==> config.mk <==
export PLATFORM = sky130hd
export DESIGN_NAME = usb_resp_tx
export DESIGN_NICKNAME = d
export VERILOG_FILES = /design/src/rtl/usb_resp_tx.sv
export SDC_FILE = /design/constraint.sdc
export NUM_CORES = 1
export LEC_CHECK = 0
export ABC_AREA = 1
export CORE_MARGIN = 2
export CORE_UTILIZATION = 45
export DETAILED_ROUTE_END_ITERATION = 10
export PLACE_DENSITY_LB_ADDON = 0.08
export SETUP_SLACK_MARGIN = 0.2
export SYNTH_ARGS = -nofsm -noshare
export SYNTH_HDL_FRONTEND = slang
export SYNTH_SLANG_ARGS = --single-unit
==> constraint.sdc <==
create_clock -name clk50m -period 6 [get_ports clk50m]
set_clock_uncertainty 0.15 [all_clocks]
set_input_delay 1.8 -clock clk50m [delete_from_list [all_inputs] [get_ports clk50m]]
set_output_delay 1.8 -clock clk50m [all_outputs]
set_load 0.01 [all_outputs]
==> src/rtl/usb_resp_tx.sv <==
`default_nettype none
// ============================================================================
//  Module   : usb_resp_tx
//  Purpose  : Packs an (addr, data) register response into a fixed 6-word
//             frame (HEADER, {seq,addr}, data_hi, data_lo, csum, TAIL) and
//             writes it into the USB upload FIFO feeding usb_stream_in.
//  Revision : 1.0 - initial release
// ============================================================================
module usb_resp_tx #(
    parameter int          FIFO_DEPTH = 2048,
    parameter int          USEDW_MAX  = 2040,
    parameter logic [15:0] HEADER     = 16'h55A5,
    parameter logic [15:0] TAIL       = 16'hAA5A
) (
    input  logic        clk50m,
    input  logic        Rst_n,
    input  logic        resp_valid,
    output logic        resp_ready,
    input  logic [7:0]  resp_addr,
    input  logic [31:0] resp_data,
    input  logic [10:0] usb_fifo_usedw,
    output logic        usb_fifo_wrreq,
    output logic [15:0] usb_fifo_wrdata,
    output logic        frame_busy,
    output logic        frame_done,
    output logic [15:0] frame_cnt
);

    // A frame is never stalled once started, so the start threshold must
    // leave room for all six words; clamp a mis-set USEDW_MAX to be safe.
    localparam int          c_LIMIT_INT   = (USEDW_MAX > FIFO_DEPTH - 6) ? (FIFO_DEPTH - 6) : USEDW_MAX;
    localparam logic [10:0] c_USEDW_LIMIT = c_LIMIT_INT[10:0];
    localparam logic [2:0]  c_LAST_IDX    = 3'd5;

    typedef enum logic [1:0] {
        S_IDLE       = 2'd0,
        S_WAIT_SPACE = 2'd1,
        S_SEND       = 2'd2,
        S_DONE       = 2'd3
    } state_t;

    state_t      state_q,  state_d;
    logic [2:0]  idx_q,    idx_d;
    logic [7:0]  addr_q,   addr_d;
    logic [31:0] data_q,   data_d;
    logic [7:0]  seq_q,    seq_d;
    logic        wrreq_q,  wrreq_d;
    logic [15:0] wrdata_q, wrdata_d;
    logic        busy_q,   busy_d;
    logic        done_q,   done_d;
    logic [15:0] cnt_q,    cnt_d;

    logic [2:0]  w_sel_idx;
    logic [15:0] w_word1;
    logic [15:0] w_csum;
    logic [15:0] w_next_word;

    assign resp_ready      = (state_q == S_IDLE);
    assign usb_fifo_wrreq  = wrreq_q;
    assign usb_fifo_wrdata = wrdata_q;
    assign frame_busy      = busy_q;
    assign frame_done      = done_q;
    assign frame_cnt       = cnt_q;

    // seq_q only advances in DONE, so during a frame it still holds the
    // value that was current when the request was accepted.
    assign w_word1   = {seq_q, addr_q};
    assign w_csum    = w_word1 + data_q[31:16] + data_q[15:0];
    // Index of the word to be presented on the next cycle.
    assign w_sel_idx = (state_q == S_SEND) ? (idx_q + 3'd1) : 3'd0;

    // Frame word selected for the next write.
    always_comb begin
        w_next_word = TAIL;
        case (w_sel_idx)
            3'd0:    w_next_word = HEADER;
            3'd1:    w_next_word = w_word1;
            3'd2:    w_next_word = data_q[31:16];
            3'd3:    w_next_word = data_q[15:0];
            3'd4:    w_next_word = w_csum;
            default: w_next_word = TAIL;
        endcase
    end

    // Next-state and registered-output logic for the framing FSM.
    always_comb begin
        state_d  = state_q;
        idx_d    = idx_q;
        addr_d   = addr_q;
        data_d   = data_q;
        seq_d    = seq_q;
        wrreq_d  = 1'b0;
        wrdata_d = wrdata_q;
        busy_d   = busy_q;
        done_d   = 1'b0;
        cnt_d    = cnt_q;
        case (state_q)
            S_IDLE: begin
                if (resp_valid) begin
                    addr_d  = resp_addr;
                    data_d  = resp_data;
                    busy_d  = 1'b1;
                    state_d = S_WAIT_SPACE;
                end
            end
            S_WAIT_SPACE: begin
                if (usb_fifo_usedw <= c_USEDW_LIMIT) begin
                    state_d  = S_SEND;
                    idx_d    = 3'd0;
                    wrreq_d  = 1'b1;
                    wrdata_d = w_next_word;
                end
            end
            S_SEND: begin
                if (idx_q == c_LAST_IDX) begin
                    state_d = S_DONE;
                    done_d  = 1'b1;
                    busy_d  = 1'b0;
                    cnt_d   = cnt_q + 16'd1;
                    seq_d   = seq_q + 8'd1;
                end else begin
                    idx_d    = idx_q + 3'd1;
                    wrreq_d  = 1'b1;
                    wrdata_d = w_next_word;
                end
            end
            S_DONE: begin
                state_d = S_IDLE;
            end
            default: begin
                state_d = S_IDLE;
            end
        endcase
    end

    // State and output registers; reset abandons any partial frame at once.
    always_ff @(posedge clk50m or negedge Rst_n) begin
        if (!Rst_n) begin
            state_q  <= S_IDLE;
            idx_q    <= 3'd0;
            addr_q   <= 8'd0;
            data_q   <= 32'd0;
            seq_q    <= 8'd0;
            wrreq_q  <= 1'b0;
            wrdata_q <= 16'd0;
            busy_q   <= 1'b0;
            done_q   <= 1'b0;
            cnt_q    <= 16'd0;
        end else begin
            state_q  <= state_d;
            idx_q    <= idx_d;
            addr_q   <= addr_d;
            data_q   <= data_d;
            seq_q    <= seq_d;
            wrreq_q  <= wrreq_d;
            wrdata_q <= wrdata_d;
            busy_q   <= busy_d;
            done_q   <= done_d;
            cnt_q    <= cnt_d;
        end
    end

endmodule
`default_nettype wire

# Word level (Yosys, flattened, before mapping)
# Cells that the tools add are included.
# word_totals
elab_cells	57
regBits	88
output_inout_bits	36
# classes
n_addsub	5
n_eq_ne	12
order_cmp	1
n_reduce_logical	9
mux	20
# op_table
operator	n
$pmux 16 s5	1
$add 16x16->16	2
$mux 16	2
$pmux 16 s2	1
$add 16x1->16 const B	1
$le 11x11->1 const B	1
$mux 3	3
$reduce_and 3->1	3
$add 8x1->8 const B	1
$pmux 2 s4	1
$eq 3x2->1 const B	2
$eq 3x3->1 const B	2
$mux 1	6
$mux 2	3
$ne 2x2->1 const B	3
$pmux 3 s2	1
$eq 2x2->1 const B	2
$pmux 1 s2	2
$reduce_and 2->1	2
$reduce_bool 2->1	2
$add 3x1->3 const B	1
$eq 3x1->1 const B	1
$logic_not 3->1	1
$eq 2x1->1 const B	1
other kinds (2)	2

# Longest topological paths before layout
# Gate-level depths: netlist of the first run.
# logic_depth
depth_word	6
depth_mapped	15
mapped_depth_nobuf	15

# Least setup slack after synthesis of the first run
# OpenSTA, ideal clock, no wires.
# synth_timing
path_kind	input -> register
startpoint	input port usb_fifo_usedw[0]
endpoint	register wrdata_q[13] (netlist: usb_fifo_wrdata[13])
slack_ns	3.056
n_path_buf	1
setup_time_ns	0.077
stages	8
arrival_ns	2.717
path_cell_list	nor2_1 -> nand2_1 -> nand4_1 -> nand2_2 -> inv_2 -> buf_1 -> nor2_1 -> a21oi_1
# synth_between
elab_chain_cells	3
# synth_rtl
item	line_no	rtl
from (decl)	21	input logic [10:0] usb_fifo_usedw,
$le 11x11->1	107	if (usb_fifo_usedw <= c_USEDW_LIMIT) begin
$ne 2x2->1 (no source line)	n/a	
$reduce_and 3->1 (no source line)	n/a	
to (signal assigned)	156	wrdata_q <= wrdata_d;
to (decl)	48	logic [15:0] wrdata_q, wrdata_d;
# Every way passes these cells.
# A chain may end at the register's enable or synchronous reset.

# Worst setup path in the final report of the first run
# layout_timing
startpoint	register state_q[0]
endpoint	output port resp_ready
# layout_between
elab_chain_cells	1
# layout_rtl
item	line_no	rtl
from (decl)	42	state_t state_q, state_d;
from (signal assigned)	150	state_q <= state_d;
$logic_not 2->1	58	assign resp_ready = (state_q == S_IDLE);
to (decl)	18	output logic resp_ready,
# Every way passes these cells.

==> results_dict.tcl, run 1 <==
set metrics [dict create \
    status "finished clean" \
    clk_latency_ns 0.34 \
    rsz0062_at_grt "no" \
    post_cts_buffers 0 \
    syn_to_final_growth_pct 25.8 \
    cp.required_ns 4.05 \
    slew_violations 0 \
    rows 39 \
    numCtsBuffers 9 \
    ios 90 \
    r2r_end "usb_fifo_wrdata[7]" \
    grt_usage_pct 21.6 \
    synthCells 638 \
    synth_edf_count 0 \
    htreeDepth 3 \
    antenna_found_initial 0 \
    end_kind "output pin" \
    grt_pass1_vias 4530 \
    antennaDiodeCount 0 \
    cts_resized 0 \
    timing.final.crit_share_pct 59.6 \
    first_pass_iters 5 \
    ir_worst_vdd_uv 373 \
    drc 0 \
    synth_top_area_share_pct 41.5 \
    dp_cells 859 \
    whs_ns 0.329 \
    die_h_um 113 \
    pre_cts_slack_ns 2.15 \
    postSynth.asyncResetShare_pct 100 \
    clk_path_buf_depth 2 \
    top_layer_used "met4" \
    ctsHoldBuffers 0 \
    grt_remaining_overflow 0 \
    worst_pin_slew_ns 1.11 \
    synth_cell_types 37 \
    grt_max_degree 89 \
    yosysWarnings 0 \
    drv_cap 0 \
    setup_slack_ns 2.43 \
    viasPerCell 4.99 \
    setup_viol 0 \
    routed_wl_mm 12.6 \
    cp.arrival_ns 1.62 \
    wl_met3_um 764 \
    p_leak_nw 3.26 \
    timing.rr.start "addr_q[1]" \
    finalNetCount 818 \
    grt_pass1_wl_mm 21.7 \
    cts_root_buf "clkbuf_16" \
    tritoncts "yes" \
    coreArea_sq_um 11500 \
    path_clk_slew_ns 0.06 \
    slew_headroom_pct 26.1 \
    finalHoldViolations 0 \
    crit_type "reg -> out" \
    drtIter0Drc 232 \
    cts.sinks 88 \
    crit_fanout 4 \
    mappedNetlistArea_sq_um 5300 \
    synth_fp_nets 729 \
    hold_start "usb_fifo_wrdata[8]" \
    fin_cells 875 \
    worstSetupStartpointType "flip-flop" \
    hold_class "reg -> reg" \
    max_freq_ghz 0.280 \
    holdPathStages 2 \
    layout_min_cycle_time_ns 3.57 \
    synth_ff_type "dfrtp_1" \
    dpl.hpwl_mm 9.68 \
    postRouteAntennaNets 0 \
    ys_seq_area_share_pct 41.5 \
    io_buffers 89 \
    wl_met1_mm 6.00 \
    reg2reg_depth 14 \
    setup-tns-final_ns 0 \
    vias 4364 \
    gp_congestion 0.885 \
    drive_gt1_share_pct 7.51 \
    min_to "usb_fifo_wrdata[8]" \
    dieWidth_um 113 \
    power_density_nw_per_um2 618 \
    synth_area_leaders "dfrtp_1 (42%), nand2_1 (11%), inv_1 (6.3%)" \
    regToRegSetupSlack_ns 3.25 \
    synth.avg_cell_area_sq_um 8.31 \
    wl_per_cell_um 14.4 \
    dieArea_sq_um 12700 \
    synth_area_leader_cell "dfrtp_1" \
    synth_seq_cells 88 \
    start_util_pct 46.2 \
    wl_met2_mm 5.74 \
]
-- metal layers --
metal	up-vias	track usage [%]
li1	2199	-
met1	2052	29.5
met2	104	33.7
met3	9	5.99
met4	0	6.99
met5	-	0
-- Yosys cell counts, types with 2 or more instances --
cell type  count
o22ai_1        8
nand3b_1       3
mux2_2        15
inv_2          2
nand3_1       34
a21oi_1       43
nor2_1        68
inv_1         89
and2_1         2
nand2_1      153
o2111ai_1      2
xnor2_1        8
nand2_2        4
o21ai_0       19
or2_2          3
nor2_2         2
nand2_4        2
buf_2          2
nand4_1        6
nor2_4         5
ha_1          21
fa_1          16
xor2_1        18
dfrtp_1       88
o211ai_1       5
clkbuf_1       7
nor3_1         3
-- stage by stage --
| stage | util (%) | instance area [sq um] | power [mW] |
|---|---|---|---|
| 6_report | 58.1 | 6670 | 4.12 |
| 5_1_grt | 58.1 | 6670 | 4.55 |
| 4_1_cts | 58.1 | 6670 | 4.13 |
| 3_5_place_dp | 55.1 | 6320 | 3.46 |
| 3_3_place_gp | 55.1 | 6320 | 3.40 |
| 2_1_floorplan | - | 5300 | 2.77 |
-- critical path, stage by stage, from the launching register on --
cell	delay (ns)
dfrtp_1	0.40
inv_1	0.09
ha_1	0.23
clkdlybuf4s50_1	0.56
-- registers in the layout (all words and copies together) (netlist names) --
| signal | flops |
|---|---|
| frame_cnt | 16 |
| idx_q | 3 |
| frame_busy | 1 |
| data_q | 32 |
| state_q | 2 |
| addr_q | 8 |
| frame_done | 1 |
| usb_fifo_wrreq | 1 |
| seq_q | 8 |
| usb_fifo_wrdata | 16 |
-- layout by cell type (no fill, tap or decap), types with 5 or more instances in the layout --
master / instances
fa_1: 16
clkbuf_16: 9
nor2_1: 68
o21ai_0: 19
clkdlybuf4s50_1: 88
inv_1: 89
nand3_1: 34
a21oi_1: 43
ha_1: 21
o211ai_1: 5
nand2_2: 5
nand4_1: 6
o22ai_1: 8
xor2_1: 18
dfrtp_1: 88
nand2_1: 152
xnor2_1: 8
nor2_4: 5
mux2_2: 15
-- area by class of cell --
cell class | instances | area, sq um
Fill cell | 1041 | 4800
Sequential cell | 88 | 2200
Tap cell | 143 | 179
Inverter | 91 | 342
Clock buffer | 11 | 243
Multi-Input combinational cell | 447 | 2700
Clock inverter | 5 | 104
Timing Repair Buffer | 90 | 896
-- report_power, final --
part / total, mW / switching, mW / internal (mW) / leakage, nW
Clock: 0.645 / 0.226 / 0.418 / 0.170
Combinational: 2.49 / 1.51 / 0.983 / 2.01
Sequential: 0.977 / 0.166 / 0.811 / 1.08
Total: 4.12 / 1.90 / 2.21 / 3.26
-- cells by family (layout without fill, tap and decap cells) --
| logic type | after synthesis | count (layout) | synth area share, % |
|---|---|---|---|
| flops | 88 | 88 | 41.5 |
| compound gates | 80 | 80 | 8.33 |
| buf+inv | 103 | 197 | 7.55 |
| fa+ha+maj | 37 | 37 | 11.0 |
| xor+xnor | 26 | 26 | 4.30 |
| mux | 15 | 15 | 3.19 |
| simple gates | 289 | 289 | 24.1 |
-- worst max path at each step --
stage	startpoint	end	cells after the start
after global routing	usb_fifo_usedw[7]	usb_fifo_wrdata[3]	9
after detailed placement	usb_fifo_usedw[7]	usb_fifo_wrdata[13]	9
after floorplan	usb_fifo_usedw[0]	usb_fifo_wrdata[13]	8
final	state_q[0]	resp_ready	3
after global placement	usb_fifo_usedw[7]	usb_fifo_wrdata[3]	9
after CTS	state_q[0]	resp_ready	3
Note: power is estimated with default switching activity, not from simulation.
==> run 2, diff against run 1 <==
- clock period: 6 -> 3.5 ns (I/O delays scaled with it)
==> run 2 against run 1 <==
Core utilization rose by 0.39 points; final cell count rose by 0.34%; via count rose by 2.0%; wire length rose by 1.6%; sequential share of layout area fell by 0.22 points; total power rose by 72%; combinational power rose by 73%; setup slack got worse by 1.7 ns; sequential cell count did not move; cell area rose by 0.68%; count of clock-buffer cells in the layout fell by 2; critical path type unchanged; critical endpoint unchanged; highest routed layer unchanged.
==> results_dict.tcl, run 2 (synthesis gave the netlist of run 1 again) <==
set metrics [dict create \
    antennaDiodeCount 0 \
    cts.sinks 88 \
    hold_start "usb_fifo_wrdata[12]" \
    post_cts_buffers 0 \
    max_stage_delay_ns 0.57 \
    max_freq_ghz 0.355 \
    grt_max_degree 47 \
    crit_path_top_delay_cell "clkdlybuf4s50_1" \
    dieArea_sq_um 12700 \
    grt_pass1_vias 4575 \
    setup_viol 0 \
    holdPathStages 2 \
    setup-tns-final_ns 0 \
    path_clk_slew_ns 0.06 \
    numCtsBuffers 9 \
    p_leak_nw 3.27 \
    layout_commonest_cell "nand2_1" \
    min_to "usb_fifo_wrdata[12]" \
    slew_headroom_pct 52.7 \
    wl_per_cell_um 14.6 \
    drive_gt1_share_pct 8.03 \
    cp_num_buf_inv 2 \
    layout_min_cycle_time_ns 2.82 \
    cp_top_family "buffers and inverters" \
    cp.required_ns 2.30 \
    clk_path_buf_depth 2 \
    final_util_pct 58.5 \
    ir_worst_vdd_uv 882 \
    reg2reg_depth 14 \
    regToRegSetupSlack_ns 0.77 \
    end_kind "output pin" \
    regMostFlops "data_q" \
    ctsHoldBuffers 0 \
    vias 4451 \
    pre_cts_slack_ns 0.660 \
    clk_latency_ns 0.35 \
    rsz0062_at_grt "no" \
    whs_ns 0.327 \
    timing.rr.start "addr_q[1]" \
    drtIter0Drc 254 \
    finalHoldViolations 0 \
    grt_pass1_wl_mm 21.9 \
    viasPerCell 5.07 \
    crit_fanout 4 \
    dieWidth_um 113 \
    crit_type "reg -> out" \
    dp_cells 862 \
    cts_resized 0 \
    routed_wl_mm 12.8 \
    io_buffers 89 \
    worstSetupStartpointType "flip-flop" \
    drv_cap 0 \
    postRouteAntennaNets 0 \
    htreeDepth 3 \
    dpl.hpwl_mm 10.0 \
    cp_cell_sequence "inv_1 -> ha_1 -> clkdlybuf4s50_1" \
    coreArea_sq_um 11500 \
    r2r_end "usb_fifo_wrdata[7]" \
    power_density_nw_per_um2 1060 \
    die_h_um 113 \
    finalNetCount 821 \
    cp.arrival_ns 1.62 \
    placed_cell_area_sq_um 6370 \
    final.fill_count 1047 \
    grt_remaining_overflow 0 \
    ff_latch_area_sq_um 2200 \
    fin_cells 878 \
    ios 90 \
    tritoncts "yes" \
    final_cell_mix "nand2_1 (152), inv_1 (89), dfrtp_1 (88), clkdlybuf4s50_1 (88), nor2_1 (68)" \
    hold_class "reg -> reg" \
    slew_violations 0 \
    status "finished clean" \
    cts_root_buf "clkbuf_16" \
    rows 39 \
    timing.final.crit_share_pct 80.6 \
    power_mw 7.08 \
    setup_slack_ns 0.679 \
    antenna_found_initial 0 \
    worst_pin_slew_ns 0.709 \
    drc 0 \
    multi_input_area_sq_um 2700 \
    syn_to_final_growth_pct 26.6 \
    grt_usage_pct 21.8 \
    start_util_pct 46.2 \
    largest_reg_flops 32 \
    first_pass_iters 4 \
    gp_congestion 0.887 \
    final_area_sq_um 6710 \
]
==> run 2: how the worst max path moves through the flow <==
stage | startpoint | to | slack (ns) | depth (start not counted)
after floorplan | addr_q[1] | usb_fifo_wrdata[7] | 0.97 | 14
after global placement | usb_fifo_usedw[7] | usb_fifo_wrdata[3] | 0.72 | 9
after detailed placement | usb_fifo_usedw[7] | usb_fifo_wrdata[3] | 0.66 | 9
after CTS | state_q[0] | resp_ready | 0.66 | 3
after global routing | addr_q[1] | usb_fifo_wrdata[7] | 0.58 | 14
final | state_q[0] | resp_ready | 0.68 | 3
==> run 2: cell type report <==
cell class / instances / area share (%)
multi-input combinational: 447 / 40.2
sequential: 88 / 32.8
timing repair buffer: 93 / 14.1
inverter: 91 / 5.09
clock buffer: 9 / 3.36
tap: 143 / 2.67
clock inverter: 7 / 1.77
==> run 2: worst min-delay path: cells and delay by family (launching register included) <==
kind / cells / cell delay, ns
DFF: 1 / 0.34
and+or+nand+nor: 2 / 0.10
==> run 2: layer usage <==
metal	GRT usage [%]	vias to the layer above	routed length (um)
met3	6.70	8	675
met1	29.0	2131	6010
li1	-	2214	-
met2	34.9	98	6020
met5	0	-	0
met4	6.10	0	136
==> run 2: report_power, final <==
| part | internal (mW) | total (mW) | switching (mW) |
|---|---|---|---|
| Clock | 0.698 | 1.10 | 0.401 |
| Combinational | 1.72 | 4.31 | 2.59 |
| Sequential | 1.39 | 1.68 | 0.286 |
| Total | 3.81 | 7.08 | 3.27 |
